--- src/rtl/poly_unpack_stream.sv ---
// poly_unpack_stream: valid/ready bit-accumulator gearbox unpacking a packed byte stream into LANES zero-extended coefficients per beat (POLY_UNPACK_REDUCE_EN adds a single conditional subtract of KYBER_Q per lane and a sticky range_err)
module poly_unpack_stream #(
  parameter int KYBER_N = 256,
  parameter int NUM_POLYS = 2,
  parameter int COEFF_BITS = 12,
  parameter int COEFF_SZ = 16,
  parameter int LANES = 8,
  parameter int IN_BYTES = 4,
  parameter int KYBER_Q = 3329
) (
  input  logic                      clk,
  input  logic                      reset,
  input  logic                      start,
  input  logic                      s_valid,
  output logic                      s_ready,
  input  logic [8*IN_BYTES-1:0]     s_data,
  output logic                      m_valid,
  input  logic                      m_ready,
  output logic [LANES*COEFF_SZ-1:0] m_data,
  output logic [7:0]                m_poly_idx,
  output logic [7:0]                m_coeff_idx,
  output logic                      m_last,
  output logic                      busy,
  output logic                      done,
  output logic                      range_err
);
  localparam int EMIT_W = LANES*COEFF_BITS;
  localparam int IN_W = 8*IN_BYTES;
  localparam int ACC_W = EMIT_W + IN_W;
  localparam int FILL_W = $clog2(ACC_W+1);
  localparam int FRAME_BEATS = NUM_POLYS*KYBER_N*COEFF_BITS/IN_W;
  localparam int BEAT_W = $clog2(FRAME_BEATS+1);
  if ((KYBER_N % LANES) != 0 || ((KYBER_N*COEFF_BITS) % IN_W) != 0 || COEFF_BITS < 1 || COEFF_BITS > COEFF_SZ || KYBER_Q < 2) begin : g_bad_cfg
    $error("poly_unpack_stream: invalid parameter set");
  end
  typedef enum logic [1:0] {IDLE, RUN, DONE} state_t;
  state_t state, state_nx;
  logic [ACC_W-1:0] acc, acc_sh, acc_nx;
  logic [FILL_W-1:0] fill, fill_sh, fill_nx;
  logic [BEAT_W-1:0] beats;
  logic [7:0] coeff_cnt, poly_cnt;
  logic [LANES*COEFF_SZ-1:0] lanes;
  logic [LANES-1:0] err;
  logic accept, emit, wrap, final_hs;
  assign s_ready = state == RUN && fill <= FILL_W'(EMIT_W) && beats < BEAT_W'(FRAME_BEATS);
  assign accept = s_valid && s_ready;
  assign emit = state == RUN && fill >= FILL_W'(EMIT_W) && (!m_valid || m_ready);
  assign wrap = coeff_cnt == 8'(KYBER_N-LANES);
  assign final_hs = m_valid && m_ready && m_last && m_poly_idx == 8'(NUM_POLYS-1);
  assign busy = state == RUN;
  assign done = state == DONE;
  for (genvar j = 0; j < LANES; j++) begin : g_lane
    logic [COEFF_SZ-1:0] raw;
    assign raw = COEFF_SZ'(acc[j*COEFF_BITS +: COEFF_BITS]);
`ifdef POLY_UNPACK_REDUCE_EN
    assign err[j] = raw >= COEFF_SZ'(KYBER_Q);
    assign lanes[j*COEFF_SZ +: COEFF_SZ] = err[j] ? raw - COEFF_SZ'(KYBER_Q) : raw;
`else
    assign err[j] = 1'b0;
    assign lanes[j*COEFF_SZ +: COEFF_SZ] = raw;
`endif
  end
  // Emit consumes first so an appended beat lands right above the bits that remain.
  always_comb begin
    acc_sh = emit ? acc >> EMIT_W : acc;
    fill_sh = emit ? fill - FILL_W'(EMIT_W) : fill;
    acc_nx = accept ? acc_sh | (ACC_W'(s_data) << fill_sh) : acc_sh;
    fill_nx = accept ? fill_sh + FILL_W'(IN_W) : fill_sh;
    state_nx = state == IDLE ? (start ? RUN : IDLE) : state == RUN ? (final_hs ? DONE : RUN) : IDLE;
  end
  always_ff @(posedge clk or posedge reset) begin
    if (reset) begin
      state <= IDLE;
      acc <= '0;
      fill <= '0;
      beats <= '0;
      coeff_cnt <= '0;
      poly_cnt <= '0;
      m_valid <= 1'b0;
      m_data <= '0;
      m_poly_idx <= '0;
      m_coeff_idx <= '0;
      m_last <= 1'b0;
      range_err <= 1'b0;
    end else begin
      state <= state_nx;
      m_valid <= emit || (m_valid && !m_ready);
      if (state == IDLE && start) begin
        acc <= '0;
        fill <= '0;
        beats <= '0;
        coeff_cnt <= '0;
        poly_cnt <= '0;
        range_err <= 1'b0;
      end else begin
        acc <= acc_nx;
        fill <= fill_nx;
        if (accept) beats <= beats + BEAT_W'(1);
        if (emit) begin
          m_data <= lanes;
          m_coeff_idx <= coeff_cnt;
          m_poly_idx <= poly_cnt;
          m_last <= wrap;
          coeff_cnt <= wrap ? 8'd0 : coeff_cnt + 8'(LANES);
          poly_cnt <= wrap ? poly_cnt + 8'd1 : poly_cnt;
          range_err <= range_err || (|err);
        end
      end
    end
  end
endmodule
--- config.mk ---
export PLATFORM = sky130hd
export DESIGN_NAME = poly_unpack_stream
export DESIGN_NICKNAME = d
export VERILOG_FILES = /design/src/rtl/poly_unpack_stream.sv
export SDC_FILE = /design/constraint.sdc
export NUM_CORES = 1
export LEC_CHECK = 0
export BUFFER_PORTS_ARGS = -buffer_cell sky130_fd_sc_hd__buf_2
export CAP_MARGIN = 40
export CORE_UTILIZATION = 56
export DETAILED_ROUTE_END_ITERATION = 8
export PLACE_DENSITY = 0.8
export REMOVE_ABC_BUFFERS = 1
export SYNTH_ARGS = -nofsm -noshare
export SYNTH_HDL_FRONTEND = slang
export SYNTH_SLANG_ARGS = --single-unit
--- constraint.sdc ---
create_clock -name clk -period 11.39 [get_ports clk]
set_input_delay 1.139 -clock clk [delete_from_list [all_inputs] [get_ports clk]]
set_output_delay 1.139 -clock clk [all_outputs]
set_load 0.05 [all_outputs]
Word level (Yosys, flattened, before mapping)
Cells that the tools add are included.
- muxes and demuxes: 18
- order comparisons: 3
- add/sub/neg operators: 5
- bitwise logic cells: 2
- shifts and indexed selects: 1
- reduce and logical (&&, ||, !) cells: 20
- equality and inequality tests: 4
- operators by type and width (cell ; count):
    $mux 128 ; 3
    $or 128x128->128 ; 1
    $shl 32x8->128 ; 1
    $mux 8 ; 11
    $add 8x1->8 const B ; 2
    $logic_and 1x1->1 ; 10
    $add 8x4->8 const B ; 1
    $add 8x6->8 const B ; 1
    $eq 8x1->1 const B ; 1
    $eq 8x8->1 const B ; 1
    $ge 8x7->1 const B ; 1
    $le 8x7->1 const B ; 1
    $lt 8x8->1 const B ; 1
    $sub 8x7->8 const B ; 1
    $mux 2 ; 3
    $reduce_bool 2->1 ; 3
    $reduce_and 2->1 ; 2
    $eq 2x1->1 const B ; 1
    $eq 2x2->1 const B ; 1
    $logic_not 1->1 ; 2
    $logic_not 2->1 ; 1
    $logic_or 1x1->1 ; 2
    $mux 1 ; 1
    $not 1->1 ; 1
- bits of input ports: 37
- output and inout port bits: 150
- register bits after elaboration: 276

Depth between registers and ports, before layout
Gate-level depths: netlist of the first run.
- depth after elaboration: 8
- gate-level depth with buffers: 9
- gate-level depth less buffers: 8

Worst setup path after synthesis of the first run
No wires, ideal clock.
- path kind: input to register
- start: input m_ready
- end: register fill[7]
- slack: 8.770 ns
- setup time: 0.136 ns
- arrival: 2.484 ns
- buffers on the path: 2
- stages on the path: 9
- cells stage by stage: nor2b_1 -> nor3_1 -> buf_4 -> buf_2 -> xnor2_1 -> ha_1 -> a41oi_1 -> o21a_1 -> nor3_1
- word-level cells in the longest chain between the ends: 6
- RTL lines (element ; line ; RTL):
    start, declared ; 18 ; input logic m_ready,
    $logic_or 1x1->1 * ; 47 ; assign emit = state == RUN && fill >= FILL_W'(EMIT_W) && (!m_valid || m_ready);
    $logic_and 1x1->1 * ; 47 ;
    $mux 8 * ; 66 ; fill_sh = emit ? fill - FILL_W'(EMIT_W) : fill;
    $add 8x6->8 ; 68 ; fill_nx = accept ? fill_sh + FILL_W'(IN_W) : fill_sh;
    $mux 8 * ; 68 ;
    $mux 8 * ; 88 ; if (state == IDLE && start) begin
    end signal, assigned ; 97 ; fill <= fill_nx;
    end, declared ; 39 ; logic [FILL_W-1:0] fill, fill_sh, fill_nx;
Mark *: on every way between the ends. The rest lies on a longest branch, timed or not.
A chain may end at the register's enable or synchronous reset.

Worst setup path after layout of the first run
- start: register fill[6]
- end: register fill[7]
- word-level cells in the longest chain between the ends: 7
- RTL lines (element ; line):
    $ge 8x7->1 ; 47
    $logic_and 1x1->1 (2 in a row) ; 47
    $mux 8 ; 66
    $add 8x6->8 ; 68
    $mux 8 * ; 68
    $mux 8 * ; 88
Marks and branches as above.

==> results.cfg, run 1 <==
[timing]
final-hold-violation-count = 0
fin_tns_setup_ns = 0
max_slew_margin = 0.420
fin_skew_ns = 0.0100
report.final.slew_viol_count = 0
timing.final.crit_share = 0.286
layout_min_cycle_time_ns = 3.25
worst_slew_pin_slew_ns = 0.870
setup_violations = 0
max_freq_mhz = 307
rsz0062_at_grt = no
hold_ws_ns = 0.465

[setup_path]
critPathMostFrequentCell = buf_4
critPathSlowestCell = buf_4
cp_cell_sequence = a21oi_1, nor3_2, buf_4, buf_4, xnor2_1, ha_1, a41oi_1, o21a_1, nor3_1
critPathKind = register to register
crit_path_end_kind = register
required_ns = 11.78
arrival_ns = 3.64
cp_max_fo = 75
critPathMaxStageDelay_ns = 0.73
start_kind = register

[synth]
synth_compound_area_frac = 0.130
synth_commonest_cells = nand2_1 (343), dfrtp_1 (265), a22o_1 (96)
synth_area_leaders = dfrtp_1 (62%), nand2_1 (12%), a22o_1 (7.8%)
ys_ff_latch = 265
synth_top_area_share = 0.616
synthArstFlopShare = 1.00
synthFlopType = dfrtp_1
netlist_instances = 982
synthXorXnorAreaFrac = 0.00651
yosys_warnings = 0
synthAdderAreaFrac = 0.00582
ys_types = 51
syn_area_sq_um = 10800
ys_seq_area_frac = 0.616
synth_top_family_by_area = simple AND/OR/NAND/NOR gates
synthMuxAreaShare = 0.0345
yosysMostFrequentCell = nand2_1
syn_area_per_cell_sq_um = 11.0
synth-simple-area-share = 0.153
synth_enable_flop_cells = 0
synth_top_area_cell = dfrtp_1

[final_layout]
nets = 1159
seqCellArea_sq_um = 6630
drive_above_1_share = 0.194
fillerInstances = 1420
multi_input_area_sq_um = 3750
diodes = 0
area_growth_pct = 16.5

[drt]
wl_per_cell_um = 17.2
final_antenna_net_count = 0
vias = 7690
drc = 0
vias_per_cell = 5.61
dr.pass1.iters = 4
drt-initial-drc-count = 607
wl_um = 23500

[clock_tree]
cts_resized = 0
ctsHtreeMaxLevel = 1
cts_root_buf = clkbuf_16
cts_tree = yes
cts_setup_buffers = 0
cts_hold_buffers = 0
cts_sinks = 265
cts_buffers = 26
clock_latency_ns = 0.53
clkSlewWorstSetupHoldPaths_ns = 0.06
clockBufferDepth = 3

[floorplan]
die_w_um = 141
dieArea_sq_um = 19800
core.rowCount = 50
io_pins = 187
coreArea_sq_um = 18800
initial_core_util = 0.573
die_h_um = 141

[power]
ir_drop_mv = 0.163
p_per_area_nw_per_um2 = 293
p_leak_nw = 6.85

[global_routing]
grt_max_degree = 119
antenna_found_initial = 0
grtUsageTotal = 0.243
grt_pass1_wl_um = 38600
grt_overflow = 0
grt_pass1_vias = 7380

[placed_design]
hpwl_um = 14300
globalplace.congestion = 0.837
portBuffers = 150

[worst_hold_path]
hp-class = register to register

[run]
max_cap_viol_count = 0

[outcome]
status = finished clean
per-stage QoR:
step,setup WS [ns],power [W],instances,util,instance area (sq um)
final,8.14,0.00368,1370,0.668,12500
after global placement,7.69,0.00278,1316,0.614,11500
after global routing,7.91,0.00386,1370,0.668,12500
after detailed placement,7.64,0.00286,1323,0.623,11700
after CTS,8.18,0.00370,1370,0.668,12500
after floorplan,1.83,0.00246,923,-,10300
routing by layer:
metal	track usage	routed length (um)	vias to the layer above
li1	-	-	3568
met1	0.356	10600	3847
met2	0.388	11300	244
met3	0.0353	1280	31
met4	0.0578	374	0
met5	0	0	-
cell families (layout without fill, tap and decap cells):
family                   count (synthesis)  in the layout
AO/OA/AOI/OAI                          167            167
XOR/XNOR                                 8              8
adder cells (fa/ha/maj)                  5              5
buffers and inverters                   99            218
flip-flops                             265            265
multiplexers                            37             37
other                                    1             36
AND/OR/NAND/NOR                        400            400
sequential cells by signal (all words and copies together), names as in the netlist:
name and count:
beats 8, coeff_cnt 5, state 2, poly_cnt 8, m_valid 1, m_coeff_idx 5, m_data 96, m_last 1
m_poly_idx 8, acc 128, fill 3
power by group:
group / total (W) / internal [W] / switching [W]
Sequential: 0.00142 / 0.00123 / 0.000191
Combinational: 0.00143 / 0.000375 / 0.00105
Clock: 0.000827 / 0.000477 / 0.000350
worst max-delay path: cells and delay by family (launching register included):
kind	cells	cell delay (ns)
buffers and inverters	2	1.16
AOI/OAI and AO/OA	3	0.61
DFF	1	0.54
and+or+nand+nor	2	0.31
adders and majority gates	1	0.24
xor gates and xnor gates	1	0.15
path summary, 6_finish.rpt:
path	from	endpoint	slack, ns	cells after the start
setup / recovery	fill[6]	fill[7]	8.14	9
hold / removal	acc[33]	m_data[41]	0.47	2
setup reg to reg	fill[6]	fill[7]	8.14	9
hold reg to reg	acc[33]	m_data[41]	0.47	2
max in group asynchronous	reset	acc[97]	9.36	4
min in group asynchronous	reset	m_data[18]	0.54	2
cell type report:
cell class,instances,share of cell area
inverter,5,0.00210
clock inverter,9,0.00669
clock buffer,38,0.0595
timing repair buffer,166,0.0801
sequential,265,0.529
tap,234,0.0234
multi-input combinational,653,0.299
layout by cell type, fill, tap and decap left out, types with 6 or more instances in the layout:
| master | synthesis | layout |
|---|---|---|
| xor2_1 | 6 | 6 |
| mux2i_1 | 36 | 36 |
| nor3_1 | 9 | 8 |
| buf_16 | 0 | 6 |
| buf_4 | 41 | 9 |
| nand4_1 | 7 | 7 |
| nor2_1 | 6 | 6 |
| dfrtp_1 | 265 | 265 |
| nand3_1 | 10 | 9 |
| clkbuf_16 | 0 | 26 |
| o2bb2ai_1 | 32 | 32 |
| buf_2 | 22 | 150 |
| o21ai_0 | 9 | 9 |
| clkbuf_1 | 28 | 7 |
| nand2_1 | 343 | 343 |
| conb_1 | 1 | 36 |
| a22o_1 | 96 | 96 |
| clkinv_2 | 0 | 6 |
No activity file was read; power rests on OpenSTA's default activity.
==> run 2, diff against run 1 <==
==> constraint.sdc (replaced) <==
create_clock -name clk -period 3.1 [get_ports clk]
set_input_delay 0.31 -clock clk [delete_from_list [all_inputs] [get_ports clk]]
set_output_delay 0.31 -clock clk [all_outputs]
set_load 0.05 [all_outputs]
==> run 2 against run 1 <==
  * Via count about the same
  * Critical path depth decreased by 3
  * Worst setup slack got worse by 7.5 ns
==> results.cfg, run 2 (synthesized netlist as in run 1, its figures left out) <==
[clock_tree]
cts_buffers = 26
cts_root_buf = clkbuf_16
cts_tree = yes
cts_setup_buffers = 0
clock_latency_ns = 0.53
clockBufferDepth = 3
ctsHtreeMaxLevel = 1
cts_sinks = 265
clkSlewWorstSetupHoldPaths_ns = 0.06
cts_resized = 0
cts_hold_buffers = 1

[final_layout]
reg_top3 = acc x128, m_data x96
final_cells = 1374
fin_util = 0.669
nets = 1163
drive_above_1_share = 0.197
fillerInstances = 1409
fin_area_sq_um = 12600
largest_reg_flops = 128
regMostFlops = acc
area_growth_pct = 16.7
final_common_cell = nand2_1
final_cell_mix = nand2_1 (343), dfrtp_1 (265), buf_2 (150)
diodes = 0

[drt]
wl_per_cell_um = 17.4
vias = 7684
dr.pass1.iters = 5
wl_um = 23900
final_antenna_net_count = 0
drc = 0
vias_per_cell = 5.59
drt-initial-drc-count = 535

[setup_path]
crit_path_end_kind = register
r2r.worst_path.cells = 6
cp_max_fo = 54
start_kind = register
required_ns = 3.54
arrival_ns = 2.86
critPathKind = register to register

[power]
ir_drop_mv = 0.528
p_leak_nw = 6.87
p_per_area_nw_per_um2 = 1090

[floorplan]
dieArea_sq_um = 19800
die_h_um = 141
core.rowCount = 50
io_pins = 187
initial_core_util = 0.573
coreArea_sq_um = 18800
die_w_um = 141

[placed_design]
placed_cell_area_sq_um = 11700
hpwl_um = 14300
portBuffers = 150
dpl.cell_count = 1326
post-place-ws_ns = 0.776
globalplace.congestion = 0.791

[worst_hold_path]
hp-class = primary input to register
hold_depth = 2

[timing]
worst_slew_pin_slew_ns = 0.727
report.final.slew_viol_count = 0
setup_violations = 0
max_slew_margin = 0.515
timing.final.crit_share = 0.780
fin_skew_ns = 0.0159
max_freq_mhz = 414
layout_min_cycle_time_ns = 2.42
fin_ws_ns = 0.683
final-hold-violation-count = 0
hold_ws_ns = 0.0332
rsz0062_at_grt = no

[global_routing]
grt_pass1_vias = 7642
grtUsageTotal = 0.248
antenna_found_initial = 0
grt_pass1_wl_um = 39300
grt_max_degree = 98
grt_overflow = 0

[run]
max_cap_viol_count = 0

[outcome]
status = finished clean
-- run 2: worst paths after layout --
check	start	to	slack (ns)
setup / recovery	fill[6]	coeff_cnt[7]	0.68
hold / removal	s_data[3]	acc[3]	0.03
setup reg to reg	fill[6]	coeff_cnt[7]	0.68
hold reg to reg	acc[29]	m_data[37]	0.46
max in group asynchronous	reset	m_data[26]	1.81
min in group asynchronous	reset	m_poly_idx[6]	0.39
-- run 2: power by group --
group / internal, W / switching (W)
clock network: 0.00194 / 0.00129
registers: 0.00453 / 0.000680
logic: 0.00134 / 0.00388
total: 0.00780 / 0.00586
-- run 2: cell type report --
| type | count | area [sq um] | area share |
|---|---|---|---|
| Clock buffer | 37 | 752 | 0.0599 |
| Sequential cell | 265 | 6630 | 0.528 |
| Clock inverter | 10 | 136 | 0.0109 |
| Tap cell | 234 | 293 | 0.0233 |
| Multi-Input combinational cell | 653 | 3750 | 0.298 |
| Inverter | 5 | 26.3 | 0.00209 |
| Timing Repair Buffer | 170 | 966 | 0.0770 |
-- run 2: metal layers --
metal  track usage  up-vias  share of wire
met2         0.419      236           0.48
met4        0.0606        0          0.014
li1              -     3579              -
met5             0        -              0
met1         0.346     3841           0.45
met3        0.0313       28          0.054
-- run 2: stage by stage --
stage                     total power (W)  setup TNS (ns)
after global routing               0.0144               0
after global placement             0.0103               0
final                              0.0137               0
after floorplan                   0.00859        -2249.29
after CTS                          0.0138               0
after detailed placement           0.0105               0
-- run 2: critical path: stages, from the launching register on --
cell,delay (ns)
dfrtp_1,0.52
a21oi_1,0.19
nor3_2,0.28
buf_4,0.40
buf_4,0.57
a31oi_1,0.16
a31oi_1,0.16
